File: src/rtl/jtexterm_comm_arb.sv
// jtexterm_comm_arb: arbiter that serialises main-CPU and sub-CPU accesses
// onto one single-port communication RAM (clk24 domain).
//
// Ports:
//   clk, rst_n           clock, asynchronous active-low reset
//   main_req/we/addr/dout  main CPU request (level, held until main_ack)
//   main_din, main_ack     main read data (registered) and done pulse
//   sub_*                  same set for the sub (sound) CPU
//   ram_addr/din/we        registered RAM port controls
//   ram_q                  RAM read data, one cycle after ram_addr
//   grant                  {sub,main} one-hot owner of the access in flight
//
// Build option: define JTEXTERM_ARB_RR_EN for round-robin arbitration on
// simultaneous requests; otherwise the main CPU has fixed priority.
module jtexterm_comm_arb #(
  parameter int unsigned AW = 13,
  parameter int unsigned DW = 8
) (
  input  logic          clk,
  input  logic          rst_n,
  input  logic          main_req,
  input  logic          main_we,
  input  logic [AW-1:0] main_addr,
  input  logic [DW-1:0] main_dout,
  output logic [DW-1:0] main_din,
  output logic          main_ack,
  input  logic          sub_req,
  input  logic          sub_we,
  input  logic [AW-1:0] sub_addr,
  input  logic [DW-1:0] sub_dout,
  output logic [DW-1:0] sub_din,
  output logic          sub_ack,
  output logic [AW-1:0] ram_addr,
  output logic [DW-1:0] ram_din,
  output logic          ram_we,
  input  logic [DW-1:0] ram_q,
  output logic [1:0]    grant
);

  localparam logic [1:0] ST_IDLE = 2'd0;
  localparam logic [1:0] ST_ACC  = 2'd1;
  localparam logic [1:0] ST_ACK  = 2'd2;

  logic [1:0]    state, state_nxt;
  logic          last_sub, last_sub_nxt;   // 1: sub owned the last access
  logic          acc_we, acc_we_nxt;       // access in flight is a write
  logic          pick_sub;
  logic [AW-1:0] ram_addr_nxt;
  logic [DW-1:0] ram_din_nxt;
  logic          ram_we_nxt;
  logic [1:0]    grant_nxt;
  logic          main_ack_nxt, sub_ack_nxt;
  logic [DW-1:0] main_din_nxt, sub_din_nxt;

  // Winner selection, only meaningful while idle
`ifdef JTEXTERM_ARB_RR_EN
  assign pick_sub = sub_req && (!main_req || !last_sub);
`else
  assign pick_sub = sub_req && !main_req;
`endif

  // Next-state and registered-output logic
  always_comb begin
    state_nxt    = state;
    last_sub_nxt = last_sub;
    acc_we_nxt   = acc_we;
    ram_addr_nxt = ram_addr;
    ram_din_nxt  = ram_din;
    ram_we_nxt   = 1'b0;
    grant_nxt    = grant;
    main_ack_nxt = 1'b0;
    sub_ack_nxt  = 1'b0;
    main_din_nxt = main_din;
    sub_din_nxt  = sub_din;
    case (state)
      ST_IDLE: begin
        grant_nxt = 2'b00;
        if (main_req || sub_req) begin
          ram_addr_nxt = pick_sub ? sub_addr : main_addr;
          ram_din_nxt  = pick_sub ? sub_dout : main_dout;
          ram_we_nxt   = pick_sub ? sub_we   : main_we;
          acc_we_nxt   = pick_sub ? sub_we   : main_we;
          grant_nxt    = pick_sub ? 2'b10    : 2'b01;
          state_nxt    = ST_ACC;
        end
      end
      ST_ACC: begin
        // Ack is registered, so it is raised on entry to ACK
        main_ack_nxt = grant[0];
        sub_ack_nxt  = grant[1];
        state_nxt    = ST_ACK;
      end
      ST_ACK: begin
        if (!acc_we) begin
          if (grant[1]) sub_din_nxt  = ram_q;
          else          main_din_nxt = ram_q;
        end
        last_sub_nxt = grant[1];
        grant_nxt    = 2'b00;
        state_nxt    = ST_IDLE;
      end
      default: begin
        grant_nxt = 2'b00;
        state_nxt = ST_IDLE;
      end
    endcase
  end

  // State and output registers
  always_ff @(posedge clk or negedge rst_n) begin
    if (!rst_n) begin
      state    <= ST_IDLE;
      last_sub <= 1'b1;
      acc_we   <= 1'b0;
      ram_addr <= '0;
      ram_din  <= '0;
      ram_we   <= 1'b0;
      grant    <= 2'b00;
      main_ack <= 1'b0;
      sub_ack  <= 1'b0;
      main_din <= '0;
      sub_din  <= '0;
    end else begin
      state    <= state_nxt;
      last_sub <= last_sub_nxt;
      acc_we   <= acc_we_nxt;
      ram_addr <= ram_addr_nxt;
      ram_din  <= ram_din_nxt;
      ram_we   <= ram_we_nxt;
      grant    <= grant_nxt;
      main_ack <= main_ack_nxt;
      sub_ack  <= sub_ack_nxt;
      main_din <= main_din_nxt;
      sub_din  <= sub_din_nxt;
    end
  end

endmodule
File: config.mk
export PLATFORM = sky130hd
export DESIGN_NAME = jtexterm_comm_arb
export DESIGN_NICKNAME = d
export VERILOG_FILES = /design/src/rtl/jtexterm_comm_arb.sv
export SDC_FILE = /design/constraint.sdc
export NUM_CORES = 1
export LEC_CHECK = 0
export ABC_CLOCK_PERIOD_IN_PS = 4700
export BUFFER_PORTS_ARGS = -buffer_cell sky130_fd_sc_hd__buf_2
export CORE_AREA = 5 5 78 80
export DETAILED_ROUTE_END_ITERATION = 7
export DIE_AREA = 0 0 83 85
export PLACE_DENSITY = 0.8
export SLEW_MARGIN = 20
export SYNTH_ARGS = -nofsm -noshare
export SYNTH_HDL_FRONTEND = slang
export SYNTH_SLANG_ARGS = --single-unit
File: constraint.sdc
create_clock -name clk -period 4.7 [get_ports clk]
set_input_delay 0.47 -clock clk [delete_from_list [all_inputs] [get_ports clk]]
set_output_delay 0.47 -clock clk [all_outputs]
set_load 0.01 [all_outputs]
==> metrics.cfg, run 1 <==
[yosys]
syn_area_per_cell_um2 = 15.9
synth_nets = 185
synth.cell_area_um2 = 2050
netlist.area_leader.share_pct = 54.9
yosysTopAreaCell = dfrtp_1
synth.distinct_cells = 20
yosysWarnings = 0
ys_seq_area_share_pct = 54.9
ys_top_cells_by_area = dfrtp_1, mux2_2, mux2_4
netlist_instances = 129
ys_seq_elements = 45

[route]
postRouteAntennaNets = 0
drc = 0
routed-via-count = 1386
via_per_inst = 4.64
drt_wl_total_um = 4390
wl_per_cell_um = 14.7
drt_first_pass_iters = 3
drtIter0Drc = 28

[clock_network]
clockBufferDepth = 2
ctsResizeCount = 0
cts_root_buf = clkbuf_8
clock_sinks = 45
post_cts_buffers = 0
clk_pin_slew_ps = 90
htreeDepth = 2
clock_latency_ps = 290
cts_tree = built
hold_buffers = 0
cts_buffers = 5

[layout]
stdcell_count = 299
post-route-cell-area_um2 = 2710
finalNetCount = 282
synthToLayoutAreaGrowth_pct = 32.2
fillers = 476
n_antenna_cell = 0
drive_above_1_share_pct = 73.1

[sta]
fin_crit_sh_pct = 42.2
period_needed_ps = 1980
rsz0062_at_grt = no
setup_violations = 0
hold_violations = 0
worst_pin_slew_ps = 1070
setup_tns_ps = 0
slew_headroom_pct = 28.9
max_freq_mhz = 504
fin_hold_ws_ps = 165
clock_skew_ps = 11.5
drv_slew = 0

[setup_path]
r2r_start = state[0]
ff2ff_path_depth = 3
worstPathArrival_ps = 2160
startpoint_type = flop
cp-startpoint = state[0]
path_max_fanout = 22
reg2reg_setup_slack_ps = 2720
critical_path_required_ps = 4880
path_class = reg -> reg
endpoint_kind = flop
endpoint = ram_addr[1]
reg2reg_to = ram_addr[1]

[power_and_ir_drop]
total_power_mw = 1.71
powerDensity_nw_per_um2 = 630
leakagePower_nw = 1.36
ir_drop_mv = 0.263

[run_status]
status = finished clean

[floorplanning]
start_util_pct = 38.4
dieHeight_um = 85
dieArea_um2 = 7060
rows = 27
die_x_um = 83
ios = 98
core_area_um2 = 5340

[placed_design]
globalplace.congestion = 0.695
placed_area_um2 = 2570
place_inst = 291
portBuffers = 97
hpwl_um = 3340

[global_route]
antenna_found_initial = 0
overflow = 0
grt_pass1_wl_um = 7140
grt_pass1_vias = 1541
track_usage_pct = 12.5
grt_max_degree = 46

[flow_run]
drv_cap = 0

[worst_hold_path]
holdCritPathClass = in -> async

registers in the layout, summed over array words and instances, names as in the netlist:
signal / cells
acc_we: 1
sub_din: 8
ram_addr: 13
state: 2
grant: 2
ram_din: 8
ram_we: 1
main_ack: 1
main_din: 8
sub_ack: 1
cell usage after synthesis:
cell,instances
nor2_4,1
buf_6,5
mux2_4,17
o41ai_1,1
buf_2,2
nor2_1,4
nor4b_4,1
mux2i_1,1
o21ai_0,1
mux2_1,1
nand2_1,1
nor2b_1,2
nor4_1,1
or2_4,1
dfrtp_1,45
o21a_1,1
mux2_2,40
nor4bb_1,1
nand2b_1,1
and2_1,2
stage by stage:
stage,util [%],worst slack [ps]
after floorplan,-,3180
after global placement,48.1,2480
after detailed placement,48.1,2460
after CTS,50.6,2610
after global routing,50.8,2630
final,50.8,2720
cells in the final DEF (no fill, tap or decap), types with 2 or more instances in the layout:
| cell | instances |
|---|---|
| bufinv_16 | 2 |
| and2_1 | 2 |
| mux2_4 | 17 |
| mux2_2 | 40 |
| clkbuf_8 | 5 |
| nor2b_1 | 2 |
| nor2_1 | 4 |
| dfrtp_1 | 45 |
| buf_2 | 96 |
kinds of logic (layout without fill, tap and decap cells):
group,after synthesis,count (layout),share of synthesized area (%)
AO/OA/AOI/OAI,3,3,1.04
flip-flops,45,45,54.9
AND/OR/NAND/NOR,15,15,5.37
buffers and inverters,7,105,3.23
multiplexers,59,59,35.4
cell type report:
type                    instances  area, um2  share of cell area, %
clock buffers                   5       68.8                   2.54
multi-input cells              77        873                   32.2
flip-flops and latches         45       1130                   41.5
well taps                      72       90.1                   3.32
repair buffers                 97        488                   18.0
clock inverters                 3       65.1                   2.40
how the worst min path moves through the flow:
stage                     cells past startpoint           to         from  slack [ps]
after floorplan                               0       acc_we        rst_n         170
after global placement                        1  main_din[4]  main_din[4]         470
after detailed placement                      1  main_din[4]  main_din[4]         470
after CTS                                     1   ram_din[4]        rst_n         360
after global routing                          1   ram_din[4]        rst_n         200
final                                         1   ram_din[4]        rst_n         160
critical path: stages, from the launching register on:
cell,delay (ps)
dfrtp_1,510
or2_4,310
nor2_4,630
mux2_2,410
where the power goes:
part           total (mW)  switching [mW]  internal (mW)
clock               0.337           0.126          0.211
sequential          0.691           0.117          0.573
combinational       0.681           0.292          0.389
layer usage:
layer | part of all wire [%] | vias to the layer above | wire length, um | track usage [%]
met5 | 0 | - | 0 | 0
met4 | 1.3 | 0 | 59 | 4.61
met3 | 9.1 | 7 | 401 | 5.15
met2 | 49 | 67 | 2140 | 20.7
met1 | 41 | 664 | 1780 | 14.6
li1 | - | 648 | - | -
(Power assumes the default switching activity.)
==> run 2: changes to the inputs <==
Settings changed: ABC_CLOCK_PERIOD_IN_PS 4700 to 1950.
Clock period 4.7 ns to 1.95 ns, I/O delays scaled along.
==> run 2 against run 1 <==
  * Sequential cell count did not move
  * Clock power grew 110%
  * First-iteration DRC count is the same
  * Routed wire length fell by 0.34%
  * Via count up 0.36%
  * Setup slack lost 2400 ps
  * Clock skew is essentially flat
  * Hold slack worse by 26 ps
  * Die area unchanged
  * Non-clock buffer count up 7
  * Final area increased by 1.9%
  * Critical path type unchanged
  * Largest power group is now combinational cells
  * Highest routed layer unchanged
==> metrics.cfg, run 2 (synthesized netlist as in run 1, its figures left out) <==
[run_status]
status = finished clean

[sta]
hold_violations = 0  ; unchanged
clock_skew_ps = 11.4  ; -0.113 ps
setup_violations = 0  ; unchanged
slew_headroom_pct = 75.9  ; +47 points
period_needed_ps = 1660  ; -324 ps
setup_tns_ps = 0  ; unchanged
final.setup.worst_slack_ps = 289  ; -2430 ps
worst_pin_slew_ps = 360  ; -706 ps
fin_crit_sh_pct = 85.2  ; +43 points
max_freq_mhz = 602  ; +19%
drv_slew = 0  ; unchanged
rsz0062_at_grt = no
fin_hold_ws_ps = 139  ; -25.7 ps

[clock_network]
cts_root_buf = clkbuf_8
cts_tree = built
clock_sinks = 45  ; unchanged
ctsResizeCount = 0  ; unchanged
cts_buffers = 5  ; unchanged
clockBufferDepth = 2  ; unchanged
clk_pin_slew_ps = 80  ; about the same
clock_latency_ps = 280  ; about the same
htreeDepth = 2  ; unchanged

[power_and_ir_drop]
powerDensity_nw_per_um2 = 1480  ; +130%
switching_power_mw = 1.29  ; +140%
ir_drop_mv = 0.736  ; +180%
leakagePower_nw = 1.39  ; +2.1%
switching_share_pct = 31.6  ; +0.26 points
total_power_mw = 4.08  ; +140%
seqPwrFrac_pct = 40.1  ; -0.3 points
power_frac_comb_pct = 42.7  ; +2.8 points
clkPwrFrac_pct = 17.2  ; -2.5 points
p_int_mw = 2.79  ; +140%

[placed_design]
dpl_worst_slack_ps = 287  ; -2180 ps
hpwl_um = 3450  ; +3.1%
globalplace.congestion = 0.718  ; +3.3%
place_inst = 297  ; +2.1%
portBuffers = 97  ; unchanged
placed_area_um2 = 2640  ; +2.7%

[setup_path]
r2r_start = state[1]
path_max_fanout = 18  ; -18%
worstPathArrival_ps = 1830  ; -330 ps
critical_path_required_ps = 2120  ; -2760 ps
path_class = reg -> reg
startpoint_type = flop
endpoint_kind = flop
cp-startpoint = state[1]

[global_route]
grt_pass1_vias = 1601  ; +3.9%
grt_max_degree = 46  ; unchanged
overflow = 0  ; unchanged
antenna_found_initial = 0  ; unchanged
grt_pass1_wl_um = 7540  ; +5.6%
track_usage_pct = 12.9  ; +0.42 points

[floorplanning]
rows = 27  ; unchanged
die_x_um = 83  ; unchanged
dieHeight_um = 85  ; unchanged
ios = 98  ; unchanged
dieArea_um2 = 7060  ; unchanged
core_area_um2 = 5340  ; unchanged
start_util_pct = 38.4  ; unchanged

[layout]
n_antenna_cell = 0  ; unchanged
drive_above_1_share_pct = 73.1  ; about the same
regArea_um2 = 1130  ; unchanged
regMostFlops = ram_addr
synthToLayoutAreaGrowth_pct = 34.7
fillers = 481  ; +1.1%
multiInputGateArea_um2 = 865  ; -1.0%
post-route-cell-area_um2 = 2760  ; +1.9%
largest_register_ffs = 13  ; unchanged
finalNetCount = 289  ; +2.5%
mostFrequentLayoutCells = buf_2, dfrtp_1, mux2_2
layout_commonest_cell = buf_2
post-route-util_pct = 51.8  ; +0.96 points
stdcell_count = 306  ; +2.3%

[route]
drt_first_pass_iters = 4  ; +1
postRouteAntennaNets = 0  ; unchanged
drtIter0Drc = 28  ; unchanged
routed-via-count = 1391  ; +0.36%
wl_per_cell_um = 14.3  ; -2.6%
via_per_inst = 4.55  ; -1.9%
drt_wl_total_um = 4370  ; -0.34%
drc = 0  ; unchanged

[worst_hold_path]
holdCritPathClass = in -> reg
min_from = ram_q[4]

[flow_run]
drv_cap = 0  ; unchanged

run 2: power by group through the flow:
stage                     Clock, mW  Combinational [mW]  Sequential [mW]
final                         0.700                1.74             1.64
after global routing          0.771                1.88             1.70
after CTS                     0.725                1.78             1.65
after detailed placement          0                1.78             1.65
after global placement            0                1.73             1.63
after floorplan                   0               0.890             1.83
run 2: timing repair:
action | CTS | global route
endpoints found under the setup margin | 0 | 0
hold endpoints to repair | 45 | 0
setup buffers | 0 | 0
hold buffers | 1 | 0
run 2: per-layer routing:
metal	up-vias	global-route usage, %	wire length (um)
li1	665	-	-
met1	663	15.8	1850
met2	61	22.7	2200
met3	2	3.50	303
met4	0	3.12	19
met5	-	0	0
run 2: layout make-up:
type | count | share of cell area [%]
timing repair buffer | 104 | 20.5
tap | 72 | 3.26
multi-input combinational | 77 | 31.3
clock inverter | 1 | 1.09
clock buffer | 7 | 3.12
sequential | 45 | 40.8
run 2: worst max-delay path, cell delays in order, from the launching register on:
cell	delay [ps]
dfrtp_1	430
or2_4	300
nor2_4	250
buf_12	210
mux2_2	350
run 2: worst paths after layout:
kind | to | slack, ps | cells past startpoint
max | ram_addr[8] | 290 | 4
min reg2reg | main_din[4] | 480 | 1
max in group asynchronous | sub_din[1] | 1320 | 3
min in group asynchronous | ram_addr[3] | 410 | 3
max reg2reg | ram_addr[8] | 290 | 4
min | main_din[4] | 140 | 2
